### src/rtl/multi_edge_detector.sv
// rtl/multi_edge_detector.sv - N-channel synchronised, debounced edge detector with sticky pending flags
// Each channel: sync chain -> stability filter -> registered rise/fall/qualified pulses.
module multi_edge_detector #(
  parameter int NUM_CH      = 8,
  parameter int SYNC_STAGES = 2,
  parameter int FILT_CYCLES = 4
) (
  input  logic                  clk,
  input  logic                  reset_n,
  input  logic [NUM_CH-1:0]     level_i,
  input  logic [2*NUM_CH-1:0]   mode_i,
  input  logic [NUM_CH-1:0]     clr_i,
  output logic [NUM_CH-1:0]     level_o,
  output logic [NUM_CH-1:0]     p_edge_o,
  output logic [NUM_CH-1:0]     n_edge_o,
  output logic [NUM_CH-1:0]     any_edge_o,
  output logic [NUM_CH-1:0]     pending_o,
  output logic                  irq_o
);

  localparam int CNT_W = $clog2(FILT_CYCLES + 1);
  localparam logic [CNT_W-1:0] CNT_LAST = CNT_W'(FILT_CYCLES - 1);

  logic [NUM_CH-1:0] sync_q [SYNC_STAGES];
  logic [CNT_W-1:0]  cnt_q  [NUM_CH];
  logic [NUM_CH-1:0] sync_out;
  logic [NUM_CH-1:0] differ;
  logic [NUM_CH-1:0] accepted;
  logic [NUM_CH-1:0] any_next;

  assign sync_out = sync_q[SYNC_STAGES-1];

  // level_o doubles as the filter's stable register.
  always_comb begin
    differ   = '0;
    accepted = '0;
    any_next = '0;
    for (int i = 0; i < NUM_CH; i++) begin
      differ[i]   = sync_out[i] ^ level_o[i];
      accepted[i] = differ[i] && (cnt_q[i] == CNT_LAST);
      any_next[i] = accepted[i] & (sync_out[i] ? mode_i[2*i] : mode_i[2*i+1]);
    end
  end

  always_ff @(posedge clk or negedge reset_n) begin
    if (!reset_n) begin
      for (int s = 0; s < SYNC_STAGES; s++) sync_q[s] <= '0;
      for (int i = 0; i < NUM_CH; i++) cnt_q[i] <= '0;
      level_o    <= '0;
      p_edge_o   <= '0;
      n_edge_o   <= '0;
      any_edge_o <= '0;
      pending_o  <= '0;
    end else begin
      sync_q[0] <= level_i;
      for (int s = 1; s < SYNC_STAGES; s++) sync_q[s] <= sync_q[s-1];
      for (int i = 0; i < NUM_CH; i++) begin
        if (!differ[i] || accepted[i]) cnt_q[i] <= '0;
        else                           cnt_q[i] <= cnt_q[i] + CNT_W'(1);
      end
      level_o    <= level_o ^ accepted;
      p_edge_o   <= accepted & sync_out;
      n_edge_o   <= accepted & ~sync_out;
      any_edge_o <= any_next;
      // A same-cycle set overrides the clear.
      pending_o  <= (pending_o & ~clr_i) | any_next;
    end
  end

  assign irq_o = |pending_o;

endmodule
### config.mk
export PLATFORM = sky130hd
export DESIGN_NAME = multi_edge_detector
export DESIGN_NICKNAME = d
export VERILOG_FILES = /design/src/rtl/multi_edge_detector.sv
export SDC_FILE = /design/constraint.sdc
export NUM_CORES = 1
export LEC_CHECK = 0
export ABC_AREA = 1
export BUFFER_PORTS_ARGS = -buffer_cell sky130_fd_sc_hd__buf_2
export CORE_ASPECT_RATIO = 1.4
export CORE_MARGIN = 5
export CORE_UTILIZATION = 45
export CTS_CLUSTER_SIZE = 10
export DETAILED_ROUTE_END_ITERATION = 10
export PLACE_DENSITY = 0.69
export SETUP_SLACK_MARGIN = 0.5
export SLEW_MARGIN = 10
export SYNTH_ARGS = -nofsm -noshare
export SYNTH_HDL_FRONTEND = slang
export SYNTH_SLANG_ARGS = --single-unit
### constraint.sdc
create_clock -name clk -period 1.4 [get_ports clk]
set_clock_uncertainty 0.05 [all_clocks]
set_input_delay 0.21 -clock clk [delete_from_list [all_inputs] [get_ports clk]]
set_output_delay 0.21 -clock clk [all_outputs]
set_load 0.01 [all_outputs]
==> summary.md <==
| Metric | Value |
|---|---|
| Share of power burned in registers | between 40% and 50% |
| Drt first pass iters | 4 |
| Die X-Extent | about 80 µm |
| Worst path required time | about 1.1 ns |
| Sink count of the clock tree | 80 |
| Vias in the first global route | 2,217 |
| Synth Area in Compound Gates | between 1 and 1.5% |
| Sequential area share after synthesis | around 65% |
| Share of cells above drive strength 1 | a little under three fifths |
| Hold WS | -0.264 ns |
| Post-CTS Hold Buffers | 8 |
| Final Net Count | ~460 |
| Pint | around 4700 µW |
| Pwr dens | 1530 mW/mm² |
| Cells on worst reg2reg path | 6 |
| Later-pin clock latency in the skew report | 0.34 ns |
| Core area | around 0.0066 mm² |
| Combinational family with the most area after synthesis | simple AND/OR/NAND/NOR gates |
| Inserted Diodes | 0 |
| Largest net degree at the start of global routing | 32 |
| Synth Instances | 296 |
| Max FO, Critical Path | 2 |
| Yosys warns | 0 |
| Logic pwr share | a little over a third |
| Failing checks | hold timing, setup timing |
| Worst R2R End | pending_o[4]$_DFF_PN0_ |
| Metal2 WL | between 3000 and 4000 µm |
| Netlist Area Pre-Place | 0.00308 mm² |
| Arr. time, crit path | around 1.2 ns |
| Hold Violations, Final | 29 |
| Highest Clock Rate | 677 MHz |
| Worst Hold Class | input port to async pin |
| XOR/XNOR Fraction of Synth Area | 0% |
| Clock transition at path regs | 0.08 ns |
| Yosys cell types | 12 |
| Commonest cells after routing, fill and taps aside | dfrtp_1, buf_2, nand2_1 |
| First DRT Iteration DRCs | 35 |
| Commonest non-fill, non-tap cell in the layout | dfrtp_1 |
| Switching Share | 32.8% |
| Initial antenna violation count | 0 |
| Routed wl met3 | 308 µm |
| First-pass GRT wire length | 9310 µm |
| Slowest cell delay on critical path | about 0.40 ns |
| Final WS setup | -0.0778 ns |
| Clock Path Buffers | 2 |
| Post-route minimum period | 1.48 ns |
| FP Rows | 35 |
| RSZ-0062 raised after global routing | yes |
| Total power | approximately 7000 µW |
| Worst slew pin tran | just over 0.4 ns |
| Mean post-synth cell area | 10.4 µm² |
| Status | complete, but fails checks |
| Number of buffers created by CTS | 9 |
| Critical path class | register to primary output |
| Post-synthesis adder-cell area fraction | under 10% |
| CP max-delay cell | dfrtp_1 |
| Pre-CTS WS | 0.261 ns |
| Initial Util | between 40 and 50% |
| Startpoint types | register |
| Simple-gate area share of the yosys netlist | 20.0% |
| Synth top area share | 65.1% |
| Endpoints failing setup | 1 |
| Leak | 0.00240 µW |
| Clock H-tree levels | 3 |
| Clock power share | between 20% and 30% |
| Reg-to-reg slack, setup | roughly 0.25 ns |
| Critical-path cell list | inv_2 -> nand2_2 -> nor3_2 -> nand2_1 -> buf_2 |
| Congestion Overflow GR | 0 |
| CTS tree | done |
| Port bufs | 74 |
| Routed via count divided by cell count | 4.39 |
| DR top layer | met4 |
| DRT antenna net count | 0 |
| Crit share post-route | 106% |
| Residual DRC count | 0 |
| Met1 WL | 2230 µm |
| Slew HR | roughly 73% |
| Tot GR Track Use | between 10% and 20% |
| Crit. End Element | primary output |
| Worst-case vdd ir drop | about 0.0008 V |
| Register bit total from synthesis | 80 |
| Post-Route WL | ~6000 µm |
| Sw power | around 2300 µW |
| Multiplexer share of the synthesized area | 0% |
| Area Overhead vs Synth | 48.1% |
| Ports | 75 |
| GPL Wtd Cong | between 0.7 and 0.8 |
| Final core utilization | between 60 and 70% |
| WL/cell | between 10 and 15 µm |
| Max-slew violation count | 0 |
| Hpwl dp | about 4200 µm |
| DIE HEIGHT | roughly 110 µm |
| Top cells by area, synth | dfrtp_1, nand2_1, inv_1, ha_1, nor2_1 |
| Via count | 2,241 |
| Clk root buf | clkbuf_8 |
| Max Cap Viol | 0 |
| R2r startpoint | cnt_q[9]$_DFF_PN0_ |
| Largest area contributor in the synthesized netlist | dfrtp_1 |
| Syn Nets | about 350 |
| Die ar. | 0.00861 mm² |
[how the worst max path moves through the flow]
stage          slack [ns]  cells past startpoint                endpoint              startpoint
2_1_floorplan        0.31                      6  pending_o[4]$_DFF_PN0_      cnt_q[9]$_DFF_PN0_
3_3_place_gp         0.29                      5                   irq_o  pending_o[3]$_DFF_PN0_
3_5_place_dp         0.26                      5                   irq_o  pending_o[4]$_DFF_PN0_
4_1_cts             -0.06                      5                   irq_o  pending_o[4]$_DFF_PN0_
5_1_grt             -0.18                      5                   irq_o  pending_o[4]$_DFF_PN0_
6_report            -0.08                      5                   irq_o  pending_o[4]$_DFF_PN0_
[critical path: cells and delay by family, from the launching register on]
kind,cells,cell delay [ns]
DFF,1,0.40
and+or+nand+nor,3,0.26
buffers and inverters,2,0.21
[power groups by stage]
stage / logic, µW / clock network [µW] / registers [µW]
2_1_floorplan: 952 / 0 / 3030
3_3_place_gp: 1460 / 0 / 2960
3_5_place_dp: 1520 / 0 / 2980
4_1_cts: 1890 / 1670 / 2900
5_1_grt: 2710 / 1750 / 2970
6_report: 2430 / 1630 / 2920
[kinds of logic after synthesis]
group                    count (synthesis)
adder cells (fa/ha/maj)                 16
AND/OR/NAND/NOR                        134
AO/OA/AOI/OAI                            8
flip-flops                              80
buffers and inverters                   58
[timing repair]
| action | 4_1_cts | 5_1_grt |
|---|---|---|
| buffers inserted | 14 | 9 |
| endpoints found under the setup margin | 105 | 105 |
| resized for setup | 35 | 80 |
| pin swaps | 18 | 26 |
| hold endpoints to repair | 37 | 29 |
[sequential cells by signal (all words and copies together) (netlist names), named ones only]
name / flops
p_edge_o: 8
sync_out: 8
any_edge_o: 8
cnt_q: 24
pending_o: 8
sync_q: 8
n_edge_o: 8
[cells in the mapped netlist, drive strengths merged]
library cell,instances
nor3,2
dfrtp,80
or2,4
ha,16
o21ai,8
nand3,9
nor2,38
nand2,81
inv,58
[metal layers]
metal / vias up / GRT usage [%]
met5: - / 0
met4: 0 / 7.97
met3: 14 / 3.43
met2: 53 / 25.7
met1: 1062 / 14.8
li1: 1112 / -
[layout make-up]
| type | count | area, µm² |
|---|---|---|
| sequential | 80 | 2000 |
| timing repair buffer | 107 | 757 |
| inverter | 58 | 238 |
| clock buffer | 12 | 145 |
| multi-input combinational | 158 | 1260 |
| fill | 472 | 2050 |
| tap | 92 | 115 |
| clock inverter | 3 | 42.5 |
[through the flow]
stage | cells | cell area (µm²) | setup TNS [ns]
2_1_floorplan | 296 | 3200 | 0
3_5_place_dp | 464 | 3730 | 0
6_report | 510 | 4560 | -0.0778
4_1_cts | 501 | 4230 | -0.0602
3_3_place_gp | 464 | 3730 | 0
5_1_grt | 510 | 4560 | -0.179
No activity file was read; power rests on OpenSTA's default activity.
